[src/rtl/pattern_drv_pkg.sv]
// Shared types and constants for the pattern stimulus/compaction front end.
// Width defaults, the LFSR/MISR polynomials, FSM state encoding and the LFSR step.
package pattern_drv_pkg;

  localparam int VEC_W     = 11;
  localparam int RSP_W     = 8;
  localparam int SIG_W     = 16;
  localparam int CNT_W     = 16;
  localparam int DRAIN_CYC = 2;

  localparam logic [VEC_W-1:0] LFSR_TAPS = 11'h500;
  localparam logic [SIG_W-1:0] MISR_POLY = 16'h1021;

  typedef enum logic [1:0] {
    IDLE,
    RUN,
    DRAIN,
    DONE
  } drv_state_e;

  // Fibonacci step for x^11+x^9+1: feedback is q[10]^q[8].
  function automatic logic [VEC_W-1:0] lfsr_next(input logic [VEC_W-1:0] q);
    return {q[VEC_W-2:0], ^(q & LFSR_TAPS)};
  endfunction

endpackage

[src/rtl/pattern_misr.sv]
// 16-bit MISR compacting the response bus; one update per enabled cycle.
// Synchronous clear wins over enable; asynchronous active-low reset.
module pattern_misr
  import pattern_drv_pkg::*;
(
  input  logic             i_clk,
  input  logic             i_rst_n,
  input  logic             i_clr,
  input  logic             i_en,
  input  logic [RSP_W-1:0] i_dat,
  output logic [SIG_W-1:0] o_sig
);

  logic [SIG_W-1:0] r_sig;
  logic [SIG_W-1:0] w_sig_next;

  always_comb begin
    w_sig_next = {r_sig[SIG_W-2:0], 1'b0}
               ^ (r_sig[SIG_W-1] ? MISR_POLY : '0)
               ^ {{(SIG_W-RSP_W){1'b0}}, i_dat};
  end

  always_ff @(posedge i_clk or negedge i_rst_n) begin
    if (!i_rst_n) begin
      r_sig <= '0;
    end else if (i_clr) begin
      r_sig <= '0;
    end else if (i_en) begin
      r_sig <= w_sig_next;
    end
  end

  assign o_sig = r_sig;

endmodule

[src/rtl/pattern_vec_driver.sv]
// LFSR vector driver + MISR response compactor for merged pattern netlists.
// Optional PATTERN_DRV_ABORT_EN adds an abort input that ends a run early.
module pattern_vec_driver
  import pattern_drv_pkg::*;
(
  input  logic             blif_clk_net,
  input  logic             blif_reset_net,
  input  logic             start,
  input  logic [VEC_W-1:0] seed,
  input  logic [CNT_W-1:0] num_vec,
`ifdef PATTERN_DRV_ABORT_EN
  input  logic             abort,
`endif
  output logic [VEC_W-1:0] vec_out,
  output logic             vec_valid,
  input  logic [RSP_W-1:0] rsp_in,
  output logic             busy,
  output logic             done,
  output logic [SIG_W-1:0] signature,
  output logic [CNT_W-1:0] vec_count
);

  localparam int DCW = $clog2(DRAIN_CYC) + 1;

  drv_state_e           r_state;
  logic [VEC_W-1:0]     r_lfsr;
  logic [CNT_W-1:0]     r_num_vec;
  logic [CNT_W-1:0]     r_vec_count;
  logic [DCW-1:0]       r_drain_cnt;
  logic [VEC_W-1:0]     r_vec_out;
  logic                 r_vec_valid;
  logic                 r_busy;
  logic                 r_done;
  logic [DRAIN_CYC-1:0] r_cap;

  logic w_abort;
  logic w_accept;
  logic w_issue;

`ifdef PATTERN_DRV_ABORT_EN
  assign w_abort = abort & r_busy;
`else
  assign w_abort = 1'b0;
`endif

  assign w_accept = (r_state == IDLE) && start;
  assign w_issue  = (r_state == RUN) && !w_abort;

  always_ff @(posedge blif_clk_net or negedge blif_reset_net) begin
    if (!blif_reset_net) begin
      r_state     <= IDLE;
      r_lfsr      <= '0;
      r_num_vec   <= '0;
      r_vec_count <= '0;
      r_drain_cnt <= '0;
      r_vec_out   <= '0;
      r_vec_valid <= 1'b0;
      r_busy      <= 1'b0;
      r_done      <= 1'b0;
    end else begin
      r_done <= 1'b0;
      case (r_state)
        IDLE: begin
          if (start) begin
            r_num_vec   <= num_vec;
            r_lfsr      <= (seed == '0) ? VEC_W'(1) : seed;
            r_vec_count <= '0;
            if (num_vec == '0) begin
              r_state <= DONE;
              r_done  <= 1'b1;
            end else begin
              r_state <= RUN;
              r_busy  <= 1'b1;
            end
          end
        end
        RUN: begin
          if (w_abort) begin
            r_state     <= DONE;
            r_done      <= 1'b1;
            r_busy      <= 1'b0;
            r_vec_out   <= '0;
            r_vec_valid <= 1'b0;
          end else begin
            r_vec_out   <= r_lfsr;
            r_vec_valid <= 1'b1;
            r_lfsr      <= lfsr_next(r_lfsr);
            r_vec_count <= r_vec_count + 1'b1;
            if (r_vec_count + 1'b1 == r_num_vec) begin
              r_state     <= DRAIN;
              r_drain_cnt <= '0;
            end
          end
        end
        DRAIN: begin
          r_vec_out   <= '0;
          r_vec_valid <= 1'b0;
          r_drain_cnt <= r_drain_cnt + 1'b1;
          if (w_abort || r_drain_cnt == DCW'(DRAIN_CYC - 1)) begin
            r_state <= DONE;
            r_done  <= 1'b1;
            r_busy  <= 1'b0;
          end
        end
        default: begin
          r_state <= IDLE;
        end
      endcase
    end
  end

  // Capture pipe tracks issued vectors so the MISR samples each response
  // DRAIN_CYC edges after its vector; flushed on start and abort.
  always_ff @(posedge blif_clk_net or negedge blif_reset_net) begin
    if (!blif_reset_net) begin
      r_cap <= '0;
    end else if (w_accept || w_abort) begin
      r_cap <= '0;
    end else begin
      r_cap <= (r_cap << 1) | DRAIN_CYC'(w_issue);
    end
  end

  pattern_misr u_misr (
    .i_clk   (blif_clk_net),
    .i_rst_n (blif_reset_net),
    .i_clr   (w_accept),
    .i_en    (r_cap[DRAIN_CYC-1]),
    .i_dat   (rsp_in),
    .o_sig   (signature)
  );

  assign vec_out   = r_vec_out;
  assign vec_valid = r_vec_valid;
  assign busy      = r_busy;
  assign done      = r_done;
  assign vec_count = r_vec_count;

endmodule

[config.mk]
export PLATFORM = sky130hd
export DESIGN_NAME = pattern_vec_driver
export DESIGN_NICKNAME = d
export VERILOG_FILES = /design/src/rtl/pattern_drv_pkg.sv /design/src/rtl/pattern_misr.sv /design/src/rtl/pattern_vec_driver.sv
export SDC_FILE = /design/constraint.sdc
export NUM_CORES = 1
export LEC_CHECK = 0
export ABC_AREA = 1
export CORE_MARGIN = 2
export CORE_UTILIZATION = 40
export CTS_CLUSTER_DIAMETER = 150
export DETAILED_ROUTE_END_ITERATION = 10
export PLACE_DENSITY = 0.73
export SETUP_SLACK_MARGIN = 0.05
export SYNTH_ARGS = -nofsm -noshare
export SYNTH_HDL_FRONTEND = slang
export SYNTH_HIERARCHICAL = 1
export SYNTH_SLANG_ARGS = --single-unit
[constraint.sdc]
create_clock -name blif_clk_net -period 2.4 [get_ports blif_clk_net]
set_input_delay 0.48 -clock blif_clk_net [delete_from_list [all_inputs] [get_ports blif_clk_net]]
set_output_delay 0.48 -clock blif_clk_net [all_outputs]
set_load 0.03 [all_outputs]
==> impl_metrics.prom <==
# TYPE chip_impl_metric gauge
chip_impl_metric{name="grt_usage",unit="%"} 18.2
chip_impl_metric{name="layout.core_utilization",unit="%"} 54.1
chip_impl_metric{name="vias_per_cell",unit=""} 4.93
chip_impl_info{name="critical_path_end_type",value="flop"} 1
chip_impl_metric{name="place.detailed.hpwl",unit="µm"} 7240
chip_impl_metric{name="slew_headroom",unit="%"} 71.0
chip_impl_metric{name="dp_slack",unit="ps"} 257
chip_impl_metric{name="die_w",unit="µm"} 104
chip_impl_metric{name="via_count_of_the_first_global_routing_pass",unit=""} 3340
chip_impl_metric{name="ioPinCount",unit=""} 84
chip_impl_metric{name="port_buffers",unit=""} 83
chip_impl_metric{name="nets",unit=""} 617
chip_impl_metric{name="postSynthCellCount",unit=""} 483
chip_impl_metric{name="drt-wirelength-per-cell",unit="µm"} 13.5
chip_impl_metric{name="gr-total-overflow",unit=""} 0
chip_impl_metric{name="timing.critical_path.required",unit="ps"} 2650
chip_impl_info{name="worst_path_most_repeated_cell",value="sky130_fd_sc_hd__nand2_1"} 1
chip_impl_metric{name="synth_seq_area_share",unit="%"} 49.8
chip_impl_info{name="outcome",value="finished, final reports clean"} 1
chip_impl_metric{name="syn-mean-instance-area",unit="µm²"} 8.22
chip_impl_info{name="timing.critical_path.cells",value="ha_1 > nand2_1 > nor2_2 > nand2_2 > o21ai_1 > nand3b_1 > nand2_1 > nand2_1 > nor2_1 > nand3_1 > nand2_2 > nand2_2 > nand2_1 > nand2_1"} 1
chip_impl_info{name="criticalPathCategory",value="flop to flop"} 1
chip_impl_metric{name="synth_seq_cells",unit=""} 79
chip_impl_metric{name="clk_path_buf_depth",unit=""} 2
chip_impl_metric{name="clkPwrFrac",unit="%"} 20.1
chip_impl_metric{name="asyncSetResetFlopFracSynth",unit="%"} 100
chip_impl_metric{name="core_area",unit="µm²"} 9680
chip_impl_metric{name="yosys_warnings",unit=""} 6
chip_impl_metric{name="synth-edff-count",unit=""} 0
chip_impl_metric{name="final-setup-viol-count",unit=""} 0
chip_impl_metric{name="tritoncts.num_buffers",unit=""} 9
chip_impl_info{name="synth_common_cells",value="sky130_fd_sc_hd__nand2_1 (127), sky130_fd_sc_hd__dfrtp_1 (79), sky130_fd_sc_hd__inv_1 (72)"} 1
chip_impl_info{name="synth_ff_type",value="sky130_fd_sc_hd__dfrtp_1"} 1
chip_impl_metric{name="switching_power",unit="mW"} 2.54
chip_impl_metric{name="instances_no_fill",unit=""} 711
chip_impl_info{name="critical_path.startpoint_type",value="flop"} 1
chip_impl_metric{name="first_iter_violations",unit=""} 232
chip_impl_metric{name="cts_setup_buffers",unit=""} 0
chip_impl_info{name="min_path_type",value="input pin to async pin"} 1
chip_impl_metric{name="netlist-cell-type-count",unit=""} 29
chip_impl_metric{name="drc_violation_count_after_routing",unit=""} 0
chip_impl_info{name="yosys.cell_count.top_type",value="sky130_fd_sc_hd__nand2_1"} 1
chip_impl_metric{name="totalNegativeSetupSlack",unit="ps"} 0
chip_impl_metric{name="critPathMaxStageDelay",unit="ps"} 420
chip_impl_metric{name="n_antenna_cell",unit=""} 0
chip_impl_metric{name="number_of_antenna_violations_at_the_first_check_in_global_routing",unit=""} 0
chip_impl_metric{name="netlist_area",unit="µm²"} 3970
chip_impl_metric{name="ant_nets",unit=""} 0
chip_impl_info{name="ctsRootBufferMaster",value="sky130_fd_sc_hd__clkbuf_8"} 1
chip_impl_metric{name="drt_pre_antenna_iters",unit=""} 5
chip_impl_metric{name="final_layout_size_suffix_gt1_share",unit="%"} 7.61
chip_impl_info{name="tritoncts_clock_tree",value="yes"} 1
chip_impl_metric{name="num_vias",unit=""} 3502
chip_impl_info{name="worst_path_max_delay_cell",value="sky130_fd_sc_hd__dfrtp_1"} 1
chip_impl_metric{name="finalHoldViolCount",unit=""} 0
chip_impl_metric{name="maximum_number_of_pins_on_one_net_before_global_route_repair",unit=""} 49
chip_impl_metric{name="cts.reportedPaths.clkPinSlew",unit="ps"} 90
chip_impl_metric{name="total_power",unit="mW"} 6.10
chip_impl_metric{name="share_of_total_power_in_sequential_cells",unit="%"} 34.9
chip_impl_metric{name="fin_ws",unit="ps"} 280
chip_impl_info{name="grt_setup_unrepaired",value="false"} 1
chip_impl_metric{name="area.growth.synth_to_final",unit="%"} 31.9
chip_impl_metric{name="numPlacedInstances",unit=""} 695
chip_impl_metric{name="tightestPinTransition",unit="ps"} 431
chip_impl_metric{name="clkSinkCount",unit=""} 79
chip_impl_metric{name="irDropWorstVdd",unit="µV"} 581
chip_impl_metric{name="p_leak",unit="nW"} 2.34
chip_impl_metric{name="gpl.final_weighted_congestion",unit=""} 0.891
chip_impl_metric{name="layout_min_cycle_time",unit="ps"} 2120
chip_impl_metric{name="report.final.slew_viol_count",unit=""} 0
chip_impl_metric{name="synth.net_count",unit=""} 527
chip_impl_metric{name="power_density",unit="nW/µm²"} 1160
chip_impl_metric{name="largest_fanout_of_any_net_on_the_critical_path",unit=""} 5
chip_impl_metric{name="clock_skew",unit="ps"} 7.82
chip_impl_metric{name="htree_levels",unit=""} 3
chip_impl_metric{name="start_util",unit="%"} 41.0
chip_impl_metric{name="pwr-share-comb",unit="%"} 45.0
chip_impl_metric{name="die_ar",unit="µm²"} 10700
chip_impl_metric{name="clk_latency",unit="ps"} 350
chip_impl_metric{name="die_h",unit="µm"} 104
chip_impl_metric{name="internal_power",unit="mW"} 3.56
chip_impl_metric{name="switching_share",unit="%"} 41.7
chip_impl_metric{name="max_freq",unit="MHz"} 472
chip_impl_metric{name="maxCapViolCount",unit=""} 0
chip_impl_metric{name="cp.arrival",unit="ps"} 2370
chip_impl_metric{name="synth_top_area_share",unit="%"} 49.8
chip_impl_metric{name="routed_wl",unit="µm"} 9610
chip_impl_metric{name="period_share",unit="%"} 88.3
chip_impl_info{name="top_cells_by_area_synth",value="sky130_fd_sc_hd__dfrtp_1 (50%), sky130_fd_sc_hd__nand2_1 (12%), sky130_fd_sc_hd__inv_1 (6.8%)"} 1
chip_impl_info{name="post-synth-top-area-cell",value="sky130_fd_sc_hd__dfrtp_1"} 1
chip_impl_metric{name="grt_pass1_wl",unit="µm"} 15900
chip_impl_metric{name="rows",unit=""} 36
-- registers in the layout, indices dropped and copies added, names as in the netlist --
| signal | cells |
|---|---|
| vec_out | 11 |
| done | 1 |
| busy | 1 |
| vec_count | 16 |
| r_cap | 2 |
| u_misr/o_sig | 16 |
| r_num_vec | 16 |
| r_state | 2 |
| r_drain_cnt | 2 |
| vec_valid | 1 |
| r_lfsr | 11 |
-- what timing repair did --
item	in CTS	in global routing
endpoints found under the setup margin	0	2
gates resized for setup	0	1
hold buffers	0	0
-- worst max-delay path: cells and delay by family (launching register included) --
kind                       cells  cell delay [ps]
adders and majority gates      1              230
and+or+nand+nor               12             1190
AOI/OAI and AO/OA              1              180
DFF                            1              420
-- placed cells by master (no fill, tap or decap), types with 2 or more instances in the layout --
master	count
sky130_fd_sc_hd__bufinv_16	3
sky130_fd_sc_hd__nand2_2	6
sky130_fd_sc_hd__o21ai_1	3
sky130_fd_sc_hd__nand4_1	11
sky130_fd_sc_hd__nand3b_1	9
sky130_fd_sc_hd__nor2_4	3
sky130_fd_sc_hd__clkbuf_8	9
sky130_fd_sc_hd__nand3_1	33
sky130_fd_sc_hd__o21ai_0	45
sky130_fd_sc_hd__xor2_1	2
sky130_fd_sc_hd__clkdlybuf4s50_1	82
sky130_fd_sc_hd__nor2_2	6
sky130_fd_sc_hd__nor2_1	16
sky130_fd_sc_hd__o211ai_1	4
sky130_fd_sc_hd__or2_2	2
sky130_fd_sc_hd__buf_4	7
sky130_fd_sc_hd__xnor2_1	12
sky130_fd_sc_hd__inv_6	2
sky130_fd_sc_hd__nand2_1	127
sky130_fd_sc_hd__o22ai_1	20
sky130_fd_sc_hd__ha_1	6
sky130_fd_sc_hd__nor4_1	2
sky130_fd_sc_hd__inv_1	72
sky130_fd_sc_hd__o221ai_1	6
sky130_fd_sc_hd__dfrtp_1	78
-- through the flow --
step,hold WS (ps),area [µm²]
floorplan,184,3970
global placement,449,4980
detailed placement,453,4980
CTS,65.7,5240
global route,87.6,5240
finish,64.5,5240
-- worst paths after layout --
| path | start | endpoint | slack [ps] | depth (start not counted) |
|---|---|---|---|---|
| worst min register to register | r_cap[0]$_DFF_PN0_ | r_cap[1]$_DFF_PN0_ | 470 | 2 |
| worst max-delay path | vec_count[1]$_DFFE_PN0P_ | r_state[1]$_DFFE_PN0P_ | 280 | 14 |
| min in group blif_clk_net | r_cap[0]$_DFF_PN0_ | r_cap[1]$_DFF_PN0_ | 470 | 2 |
| max in group asynchronous | blif_reset_net | vec_count[0]$_DFFE_PN0P_ | 1710 | 2 |
| worst min-delay path | blif_reset_net | vec_count[12]$_DFFE_PN0P_ | 60 | 1 |
| worst max register to register | vec_count[1]$_DFFE_PN0P_ | r_state[1]$_DFFE_PN0P_ | 280 | 14 |
-- logic make-up after synthesis --
family	share of synthesized area, %
buf+inv	8.23
simple gates	24.5
xor+xnor	3.09
fa+ha+maj	1.89
flops	49.8
mux	0.252
compound gates	12.2
-- area by class of cell --
| class | count | area (µm²) |
|---|---|---|
| clock buffer | 9 | 124 |
| clock inverter | 7 | 128 |
| fill | 888 | 4450 |
| inverter | 74 | 278 |
| multi-input combinational | 319 | 1670 |
| sequential | 79 | 1980 |
| tap | 133 | 166 |
| timing repair buffer | 90 | 893 |
-- power groups by stage --
stage / logic (mW) / registers [mW] / clock network (mW)
3_3_place_gp: 2.68 / 2.13 / 0
2_1_floorplan: 1.47 / 2.45 / 0
5_1_grt: 3.07 / 2.19 / 1.31
4_1_cts: 2.76 / 2.13 / 1.26
6_report: 2.74 / 2.13 / 1.23
3_5_place_dp: 2.75 / 2.15 / 0
-- per-layer routing --
metal | global-route usage, % | up-vias | wire length (µm)
met5 | 0 | - | 0
met4 | 6.95 | 0 | 136
met3 | 2.96 | 13 | 396
met2 | 30.7 | 97 | 4670
met1 | 23.6 | 1624 | 4400
li1 | - | 1768 | -
No activity file was read; power rests on OpenSTA's default activity.
